### src/rtl/mem_port_arbiter_pkg.sv
// Shared types and constants for the two-requester memory port arbiter.
// Select encoding matches the external 2:1 address/write-data muxes.
package mem_port_arbiter_pkg;

  typedef enum logic [1:0] {
    IDLE = 2'd0,
    BUSY = 2'd1,
    DONE = 2'd2
  } state_t;

  localparam logic SEL_FETCH = 1'b1;
  localparam logic SEL_DATA  = 1'b0;

  localparam int TIMEOUT_DEFAULT = 15;

endpackage

### src/rtl/mem_port_arbiter_rr_pick2.sv
// Combinational 2-way round-robin pick: a lone request wins outright,
// a contested pick goes to the requester that did not win last time.
module rr_pick2 (
  input  logic req0,
  input  logic req1,
  input  logic last_grant,
  output logic grant_valid,
  output logic grant_id
);

  always_comb begin
    grant_valid = req0 | req1;
    grant_id    = (req0 && req1) ? ~last_grant : req1;
  end

endmodule

### src/rtl/mem_port_arbiter.sv
// Round-robin arbiter sequencing one memory transaction at a time between
// instruction fetch (0) and data (1), with a BUSY-cycle timeout abort.
module mem_port_arbiter
  import mem_port_arbiter_pkg::*;
#(
  parameter int TIMEOUT = TIMEOUT_DEFAULT,
  parameter int CNT_W   = 8
) (
  input  logic clk,
  input  logic reset,
  input  logic req0,
  input  logic req1,
  input  logic mem_ack,
  output logic sel,
  output logic mem_req,
  output logic ack0,
  output logic ack1,
  output logic busy,
  output logic timeout_err
);

  localparam logic [CNT_W-1:0] CNT_LAST = CNT_W'(TIMEOUT - 1);

  state_t           r_state;
  state_t           w_state_nxt;
  logic             r_sel, r_mem_req, r_ack0, r_ack1, r_busy, r_err;
  logic             r_last_grant;
  logic [CNT_W-1:0] r_cnt;

  logic             w_sel_nxt, w_mem_req_nxt, w_ack0_nxt, w_ack1_nxt;
  logic             w_busy_nxt, w_err_nxt, w_last_grant_nxt;
  logic [CNT_W-1:0] w_cnt_nxt;
  logic             w_grant_valid, w_grant_id;
  logic             w_timeout, w_finish;

  rr_pick2 u_pick (
    .req0        (req0),
    .req1        (req1),
    .last_grant  (r_last_grant),
    .grant_valid (w_grant_valid),
    .grant_id    (w_grant_id)
  );

  assign w_timeout = (r_cnt == CNT_LAST);
  assign w_finish  = mem_ack || w_timeout;

  // State and registered-output update
  always_ff @(posedge clk) begin
    if (!reset) begin
      r_state      <= IDLE;
      r_sel        <= SEL_FETCH;
      r_mem_req    <= 1'b0;
      r_ack0       <= 1'b0;
      r_ack1       <= 1'b0;
      r_busy       <= 1'b0;
      r_err        <= 1'b0;
      r_last_grant <= 1'b1;
      r_cnt        <= '0;
    end else begin
      r_state      <= w_state_nxt;
      r_sel        <= w_sel_nxt;
      r_mem_req    <= w_mem_req_nxt;
      r_ack0       <= w_ack0_nxt;
      r_ack1       <= w_ack1_nxt;
      r_busy       <= w_busy_nxt;
      r_err        <= w_err_nxt;
      r_last_grant <= w_last_grant_nxt;
      r_cnt        <= w_cnt_nxt;
    end
  end

  always_comb begin
    w_state_nxt = r_state;
    case (r_state)
      IDLE:    if (w_grant_valid) w_state_nxt = BUSY;
      BUSY:    if (w_finish)      w_state_nxt = DONE;
      DONE:    w_state_nxt = IDLE;
      default: w_state_nxt = IDLE;
    endcase
  end

  // mem_ack wins over a simultaneous timeout, so err only when no ack arrived
  always_comb begin
    w_sel_nxt        = r_sel;
    w_last_grant_nxt = r_last_grant;
    w_cnt_nxt        = r_cnt;
    w_mem_req_nxt    = 1'b0;
    w_ack0_nxt       = 1'b0;
    w_ack1_nxt       = 1'b0;
    w_err_nxt        = 1'b0;
    case (r_state)
      IDLE: begin
        if (w_grant_valid) begin
          w_sel_nxt        = w_grant_id ? SEL_DATA : SEL_FETCH;
          w_last_grant_nxt = w_grant_id;
          w_cnt_nxt        = '0;
          w_mem_req_nxt    = 1'b1;
        end
      end
      BUSY: begin
        w_cnt_nxt = r_cnt + CNT_W'(1);
        if (w_finish) begin
          w_ack0_nxt = (r_sel == SEL_FETCH);
          w_ack1_nxt = (r_sel == SEL_DATA);
          w_err_nxt  = !mem_ack;
        end else begin
          w_mem_req_nxt = 1'b1;
        end
      end
      default: ;
    endcase
    w_busy_nxt = (w_state_nxt != IDLE);
  end

  assign sel         = r_sel;
  assign mem_req     = r_mem_req;
  assign ack0        = r_ack0;
  assign ack1        = r_ack1;
  assign busy        = r_busy;
  assign timeout_err = r_err;

endmodule

### config.mk
export PLATFORM = sky130hd
export DESIGN_NAME = mem_port_arbiter
export DESIGN_NICKNAME = d
export VERILOG_FILES = /design/src/rtl/mem_port_arbiter_pkg.sv /design/src/rtl/mem_port_arbiter_rr_pick2.sv /design/src/rtl/mem_port_arbiter.sv
export SDC_FILE = /design/constraint.sdc
export NUM_CORES = 1
export LEC_CHECK = 0
export BUFFER_PORTS_ARGS = -buffer_cell sky130_fd_sc_hd__buf_2
export CAP_MARGIN = 20
export CORE_AREA = 2 2 41 43
export CTS_CLUSTER_SIZE = 10
export DETAILED_ROUTE_END_ITERATION = 16
export DIE_AREA = 0 0 43 45
export GPL_TIMING_DRIVEN = 0
export PLACE_DENSITY = 0.78
export RECOVER_POWER = 25
export SETUP_SLACK_MARGIN = 0.02
export SYNTH_ARGS = -nofsm -noshare
export SYNTH_HDL_FRONTEND = slang
export SYNTH_SLANG_ARGS = --single-unit
### constraint.sdc
create_clock -name clk -period 1.9 [get_ports clk]
set_clock_uncertainty 0.2 [all_clocks]
set_input_delay 0.475 -clock clk [delete_from_list [all_inputs] [get_ports clk]]
set_output_delay 0.475 -clock clk [all_outputs]
set_load 0.02 [all_outputs]
==> flow_metrics.tcl, run 1 <==
set metrics [dict create \
    htree_levels 1 \
    slew_viol_final 0 \
    worst-setup-path-type "reg -> reg" \
    final_hold_viol_count 0 \
    cts_hold_buffers 0 \
    relSlewSlack_pct 73.0 \
    hpwl_um 994 \
    synth_area_leader_cell "dfxtp_1" \
    die_w_um 43 \
    cts_buffers 3 \
    fp-row-count 14 \
    clock-root-buffer "clkbuf_4" \
    sw_frac_of_total_pct 27.1 \
    wl_um 1330 \
    netlist_area_um2 743 \
    whs_ps 183 \
    yosys_warnings 0 \
    drt-initial-drc-count 36 \
    syn-instance-count 81 \
    cp.buffers_inverters 1 \
    status "complete, no violations" \
    maxClockFrequency_mhz 621 \
    critical_path.cell_chain "or2_1, clkbuf_1, or2_1, a211o_1" \
    seqPwrFrac_pct 57.7 \
    crit_path_end_kind "flip-flop" \
    num_io_pins 11 \
    setup_tns_ps 0 \
    die_h_um 45 \
    gp_congestion 0.752 \
    start_kind "flip-flop" \
    worstPathMaxFanout 7 \
    antenna_found_initial 0 \
    clkSinkCount 17 \
    placeableCoreArea_um2 1470 \
    wl_per_cell_um 12.0 \
    worst_pin_slew_ps 402 \
    vias_per_cell 5.79 \
    synth_nets 88 \
    nNetsFinal 103 \
    crit_family "simple AND/OR/NAND/NOR gates" \
    cts_tree "yes" \
    vdd_drop_max_v 0.000482 \
    syn_avg_cell_area_um2 9.18 \
    whs_path_depth 2 \
    drive_above_1_share_pct 16.8 \
    final_cell_mix "dfxtp_1 (17), buf_2 (9), inv_1 (5), nand2_1 (5), a21oi_1 (5)" \
    path_clk_slew_ps 100 \
    fin_crit_ps 1610 \
    post_cts.repair.setup_buffers 0 \
    synth_top_area_share_pct 45.8 \
    r2r_cells 4 \
    via_count 643 \
    port_buffers 10 \
    initial_utilization_pct 50.5 \
    grt_pass1_vias 596 \
    p_int_uw 485 \
    synthTopCellsByArea "dfxtp_1 (46%), a311oi_1 (3.5%), a21oi_1 (3.4%)" \
    power.density_nw_per_um2 794 \
    dpl_worst_slack_ps 246 \
    cp.required_ps 1900 \
    layout_setup_ws_ps 289 \
    cts_buffer_depth 2 \
    ant_nets 0 \
    area_delta_synth_final_pct 12.8 \
    hp-class "in -> reg" \
    cpPeakStageDelay_ps 370 \
    synth_cell_types 31 \
    critical_path_depth 4 \
    synth_seq_cells 17 \
    p_sw_uw 181 \
    clkPwrFrac_pct 29.0 \
    antenna_cells 0 \
    leakage_uw 0.000318 \
    grt-ovfl-total 0 \
    dieArea_um2 1940 \
    crit_arrival_ps 1610 \
    postCtsResizedCells 0 \
    grt_use_total_pct 16.7 \
    setup_violations 0 \
    yosysSeqAreaShare_pct 45.8 \
    rsz0062_at_grt "false" \
    cp_common_cell "or2_1" \
    worst_path_max_delay_cell "dfxtp_1" \
    grt_pass1_wl_um 2410 \
    firstDrtPassIters 4 \
    drc 0 \
    grt_max_degree 11 \
    cap_viol_max_count 0 \
    worstSkewPairLatency_ps 300 \
    p_comb_share_pct 13.3 \
    mostFrequentLayoutCell "dfxtp_1" \
    fin_util_pct 57.0 \
    fin_crit_sh_pct 84.8 \
]
## power groups by stage
stage                     clock network, µW  registers [µW]  logic (µW)
after floorplan                           0             401        53.2
after global placement                    0             392        88.0
after detailed placement                  0             392        89.2
after CTS                               196             384        89.4
after global routing                    211             387         101
final                                   193             384        88.6
## flip-flops by register name, indices dropped and copies added, names as in the netlist
name	flops
r_cnt	8
r_state	2
ack0	1
ack1	1
busy	1
mem_req	1
r_last_grant	1
sel	1
timeout_err	1
## synth_stat cells, drive strengths merged
cell	count
nor4	1
or4	1
o221ai	1
o21ba	1
a41oi	1
a21oi	5
nand4b	1
nor2b	1
and3	1
o21a	1
nor3	6
o32ai	2
clkbuf	1
a211o	1
nand2b	4
o21ai	4
or2	2
ha	2
nor2	4
nand2	5
nand3	3
a211oi	1
a311oi	3
inv	5
o211ai	2
clkinv	1
dfxtp	17
buf	1
or3	1
mux2i	2
## cells by family after synthesis
group | synth area share, %
AO/OA/AOI/OAI | 20.9
flip-flops | 45.8
adder cells (fa/ha/maj) | 3.37
multiplexers | 2.69
buffers and inverters | 4.21
AND/OR/NAND/NOR | 23.1
## worst register-to-register path: cells and delay by family, from the launching register on
family / cells / cell delay (ps)
AND/OR/NAND/NOR: 2 / 500
flip-flops: 1 / 370
AO/OA/AOI/OAI: 1 / 290
buffers and inverters: 1 / 150
## through the flow
step,cells,cell area (µm²),power (µW)
floorplan,81,743,454
global placement,107,813,480
CTS,111,841,669
global route,111,838,699
detailed placement,107,813,481
finish,111,838,665
## worst paths after layout
kind	start	endpoint	slack [ps]
worst max-delay path	r_state[1]	r_last_grant	290
worst min-delay path	mem_ack	timeout_err	180
worst max register to register	r_state[1]	r_last_grant	290
worst min register to register	sel	ack1	250
## metal layers
| metal | GRT usage (%) | up-vias | part of all wire (%) |
|---|---|---|---|
| li1 | - | 330 | - |
| met1 | 20.4 | 297 | 48 |
| met2 | 27.9 | 11 | 45 |
| met3 | 2.40 | 5 | 3.5 |
| met4 | 10.9 | 0 | 3.3 |
| met5 | 0 | - | 0 |
## layout make-up
cell class | count | area, µm²
fill | 136 | 633
clock inverter | 1 | 5.00
clock buffer | 3 | 22.5
sequential | 17 | 340
timing repair buffer | 10 | 47.5
buffer | 2 | 8.76
inverter | 6 | 22.5
tap | 16 | 20.0
multi-input combinational | 56 | 372
No activity file was read; power rests on OpenSTA's default activity.
==> run 2, diff against run 1 <==
Clock period 1.9 ns to 1.6 ns, I/O delays scaled along.
==> run 2 against run 1 <==
Critical path depth down 1. Core utilization increased by 1.5 points. Critical endpoint is now ack1. Power up 18%. Critical path type unchanged. Cell count rose by 0.90%.
==> flow_metrics.tcl, run 2 (synthesis results as in run 1) <==
set metrics [dict create \
    nNetsFinal 104 \
    whs_path_depth 2 \
    grt_max_degree 11 \
    path_clk_slew_ps 100 \
    worstSkewPairLatency_ps 290 \
    clock-root-buffer "clkbuf_4" \
    drt-initial-drc-count 17 \
    largest_reg_flops 8 \
    num_io_pins 11 \
    via_count 654 \
    wl_per_cell_um 12.2 \
    crit_path_end_kind "flip-flop" \
    worst-setup-path-type "reg -> reg" \
    hold-path-endpoint "timeout_err" \
    final_hold_viol_count 0 \
    r2r_cells 3 \
    fin_crit_ps 1530 \
    fin_util_pct 58.5 \
    grt_use_total_pct 16.7 \
    gp_congestion 0.752 \
    largest_register "r_cnt" \
    final_cell_mix "dfxtp_1 (14), buf_2 (8), inv_1 (5), nand2_1 (5), a21oi_1 (5)" \
    grt_pass1_wl_um 2410 \
    cts_tree "yes" \
    crit_arrival_ps 1560 \
    hpwl_um 994 \
    htree_levels 1 \
    hold_start "mem_ack" \
    final_cell_count_no_fill 112 \
    layout_setup_ws_ps 74.4 \
    die_h_um 45 \
    worst_pin_slew_ps 403 \
    critical_path.cell_chain "or4_4, o21ba_4, nor3_2" \
    regToRegEndpoint "ack1" \
    mostFrequentLayoutCell "dfxtp_1" \
    drc 0 \
    fp-row-count 14 \
    area_delta_synth_final_pct 15.8 \
    wl_um 1370 \
    antenna_found_initial 0 \
    seqCellArea_um2 347 \
    clkSinkCount 17 \
    status "complete, no violations" \
    multi_input_area_um2 378 \
    cts_hold_buffers 0 \
    port_buffers 10 \
    worst_path_max_delay_cell "or4_4" \
    cap_viol_max_count 0 \
    power.density_nw_per_um2 914 \
    worstPathMaxFanout 4 \
    placed_cells 107 \
    grt-ovfl-total 0 \
    vdd_drop_max_v 0.000571 \
    start_kind "flip-flop" \
    setup_violations 0 \
    ant_nets 0 \
    leakage_uw 0.000327 \
    vias_per_cell 5.84 \
    relSlewSlack_pct 72.9 \
    largestRegisters "r_cnt (8), r_state (2)" \
    fin_crit_sh_pct 95.3 \
    fillers 137 \
    maxClockFrequency_mhz 655 \
    p_total_uw 786 \
    hp-class "in -> reg" \
    die_w_um 43 \
    dpl_worst_slack_ps -1.61 \
    drive_above_1_share_pct 21.9 \
    firstDrtPassIters 4 \
    setup_tns_ps 0 \
    rr_startpoint "r_cnt[4]" \
    slew_viol_final 0 \
    grt_pass1_vias 594 \
    cp.required_ps 1630 \
    cts_buffer_depth 2 \
    placeableCoreArea_um2 1470 \
    dieArea_um2 1940 \
    worst-r2r-setup-slack_ps 70 \
    rsz0062_at_grt "true" \
    antenna_cells 0 \
    cts_buffers 3 \
    initial_utilization_pct 50.5 \
    cpPeakStageDelay_ps 530 \
]
run 2: report_power, final:
| group | internal [µW] | switching [µW] | leakage [µW] |
|---|---|---|---|
| combinational | 38.3 | 65.5 | 0.000168 |
| sequential | 442 | 12.3 | 0.000141 |
| clock | 93.1 | 135 | 0.0000177 |
| total | 574 | 213 | 0.000327 |
run 2: worst max-delay path, delay by kind of cell (launching register included):
family | cells | cell delay, ps
and+or+nand+nor | 2 | 680
AOI/OAI and AO/OA | 1 | 220
DFF | 1 | 360
run 2: layer usage:
metal / up-vias / global-route usage [%] / wire length [µm] / share of wire, %
met5: - / 0 / 0 / 0
met1: 309 / 20.4 / 644 / 47
met3: 5 / 2.40 / 42 / 3.1
met2: 9 / 27.9 / 638 / 47
met4: 0 / 10.9 / 44 / 3.2
li1: 331 / - / - / -
run 2: worst max path at each step:
stage / startpoint / slack [ps] / endpoint
6_report: r_cnt[4] / 70 / ack1
4_1_cts: r_cnt[4] / 40 / ack0
2_1_floorplan: r_state[1] / 90 / r_last_grant
3_3_place_gp: r_state[1] / -10 / r_last_grant
3_5_place_dp: r_state[1] / -2 / r_last_grant
5_1_grt: r_cnt[4] / 10 / ack1
run 2: per-stage QoR:
stage	hold WS, ps	area, µm²
floorplan	237	743
global placement	237	813
detailed placement	240	813
CTS	104	840
global route	112	861
finish	112	861
run 2: area by class of cell:
cell class,count,area share [%]
multi-input cells,56,43.9
flip-flops and latches,17,40.3
repair buffers,12,7.12
clock buffers,3,2.62
inverters,6,2.62
well taps,16,2.33
clock inverters,1,0.581
plain buffers,1,0.581
run 2: timing repair:
action                                 in CTS  in global routing
endpoints found under the hold margin       0                  0
gates resized for setup                     2                  4
setup endpoints to repair                   2                  3
buffers inserted                            0                  2
pin swaps                                   0                  2
==> run 3, diff against run 2 <==
Settings changed: BUFFER_PORTS_ARGS -buffer_cell sky130_fd_sc_hd__buf_2 to unset, CORE_AREA 2 2 41 43 to 2 2 39 41, DIE_AREA 0 0 43 45 to 0 0 41 43, DONT_BUFFER_PORTS set to 1, PLACE_DENSITY 0.78 to 0.77.
==> run 3 against run 2 <==
Combinational power down 13%. Via count down 2.0%. Final area up 0.73%. Global-route usage up 3.4 points. Worst setup slack better by 2.0 ps. Fmax up 0.13%. Worst hold slack worse by 59 ps. Power up 1.9%. Sequential share of layout area down 0.29 points. Critical path type unchanged. Critical endpoint is now r_last_grant.
==> flow_metrics.tcl, run 3 (synthesis results as in run 1) <==
set metrics [dict create \
    grt_max_degree 12 \
    cts_tree "yes" \
    grt_pass1_vias 568 \
    cts_buffers 3 \
    cp.required_ps 1600 \
    path_clk_slew_ps 110 \
    worstPathMaxFanout 7 \
    leakage_uw 0.000315 \
    final_cell_mix "dfxtp_1 (14), inv_1 (5), nand2_1 (5), a21oi_1 (5)" \
    grt_pass1_wl_um 2370 \
    antenna_found_initial 0 \
    final_hold_viol_count 0 \
    wl_per_cell_um 14.0 \
    antenna_cells 0 \
    hp-class "in -> reg" \
    hpwl_um 1010 \
    power.density_nw_per_um2 924 \
    fillers 118 \
    fp-row-count 14 \
    crit_path_end_kind "flip-flop" \
    p_total_uw 801 \
    maxClockFrequency_mhz 656 \
    grtUsageMet2_pct 29.7 \
    slew_viol_final 0 \
    die_h_um 43 \
    drive_above_1_share_pct 18.7 \
    setup_violations 0 \
    vdd_drop_max_v 0.000525 \
    cts_buffer_depth 2 \
    cap_viol_max_count 0 \
    relSlewSlack_pct 78.6 \
    fin_crit_sh_pct 95.2 \
    via_count 641 \
    grt.met3_usage_pct 6.81 \
    busiest_layer "met2" \
    largestRegisters "r_cnt (8), r_state (2)" \
    dieArea_um2 1760 \
    drc 0 \
    dpl_worst_slack_ps -8.91 \
    initial_utilization_pct 53.7 \
    fin_crit_ps 1520 \
    multi_input_area_um2 383 \
    wl_um 1490 \
    start_kind "flip-flop" \
    mostFrequentLayoutCell "dfxtp_1" \
    fin_util_pct 62.7 \
    nNetsFinal 99 \
    status "complete, no violations" \
    clock-root-buffer "clkbuf_4" \
    gp_congestion 0.781 \
    port_buffers 0 \
    vias_per_cell 5.99 \
    layout_setup_ws_ps 76.5 \
    largest_reg_flops 8 \
    whs_ps 52.6 \
    area_delta_synth_final_pct 16.7 \
    setup_tns_ps 0 \
    firstDrtPassIters 4 \
    ant_nets 0 \
    worst-setup-path-type "reg -> reg" \
    placeableCoreArea_um2 1380 \
    crit_arrival_ps 1530 \
    rsz0062_at_grt "true" \
    htree_levels 1 \
    largest_register "r_cnt" \
    seqCellArea_um2 347 \
    die_w_um 41 \
    grt_use_total_pct 20.1 \
    grt-ovfl-total 0 \
    grt_use_met1_pct 25.1 \
    clkSinkCount 17 \
    drt-initial-drc-count 14 \
    num_io_pins 11 \
    worst_pin_slew_ps 320 \
    worstSkewPairLatency_ps 300 \
]
[run 3: cell types whose count changed in the layout (fill, tap and decap cells not counted), sizes merged]
| cell | previous run | this run |
|---|---|---|
| buf | 10 | 5 |
| clkbuf | 6 | 3 |
| clkinvlp | 0 | 1 |
| clkinv | 2 | 1 |
| dlygate4sd3 | 0 | 3 |
[run 3: layout make-up]
| type | count | share of cell area (%) |
|---|---|---|
| inverters | 6 | 2.60 |
| clock buffers | 3 | 2.60 |
| multi-input cells | 56 | 44.2 |
| flip-flops and latches | 17 | 40.0 |
| repair buffers | 7 | 6.93 |
| plain buffers | 1 | 0.577 |
| well taps | 16 | 2.31 |
| clock inverters | 1 | 0.866 |
[run 3: timing repair]
| action | 4_1_cts | 5_1_grt |
|---|---|---|
| pin swaps | 1 | 1 |
| hold buffers | 2 | 1 |
| gates cloned | 0 | 0 |
| endpoints found under the setup margin | 1 | 6 |
| hold endpoints to repair | 3 | 1 |
| gates resized for setup | 1 | 6 |
| setup buffers | 1 | 3 |
[run 3: worst paths after layout]
check	from	slack, ps	endpoint	cells past startpoint
setup / recovery	r_state[1]	80	r_last_grant	3
hold / removal	reset	50	r_cnt[7]	2
setup reg to reg	r_state[1]	80	r_last_grant	3
hold reg to reg	r_last_grant	280	r_last_grant	1
[run 3: power breakdown]
part	switching, µW	internal (µW)
Clock	146	95.3
Combinational	50.4	39.8
Sequential	27.2	442
[run 3: per-layer routing]
metal / routed length (µm) / share of wire (%) / up-vias
met2: 694 / 46 / 16
met1: 695 / 47 / 300
met4: 40 / 2.7 / 0
met3: 62 / 4.2 / 6
li1: - / - / 319
met5: 0 / 0 / -
[run 3: stage by stage]
step | instances | cell area [µm²]
floorplan | 81 | 743
global placement | 97 | 763
detailed placement | 97 | 763
CTS | 103 | 818
global route | 107 | 867
finish | 107 | 867
[run 3: critical path, stage by stage, from the launching register on]
cell,delay (ps)
dfxtp_2,370
or2_1,300
or2_1,270
a211o_1,290
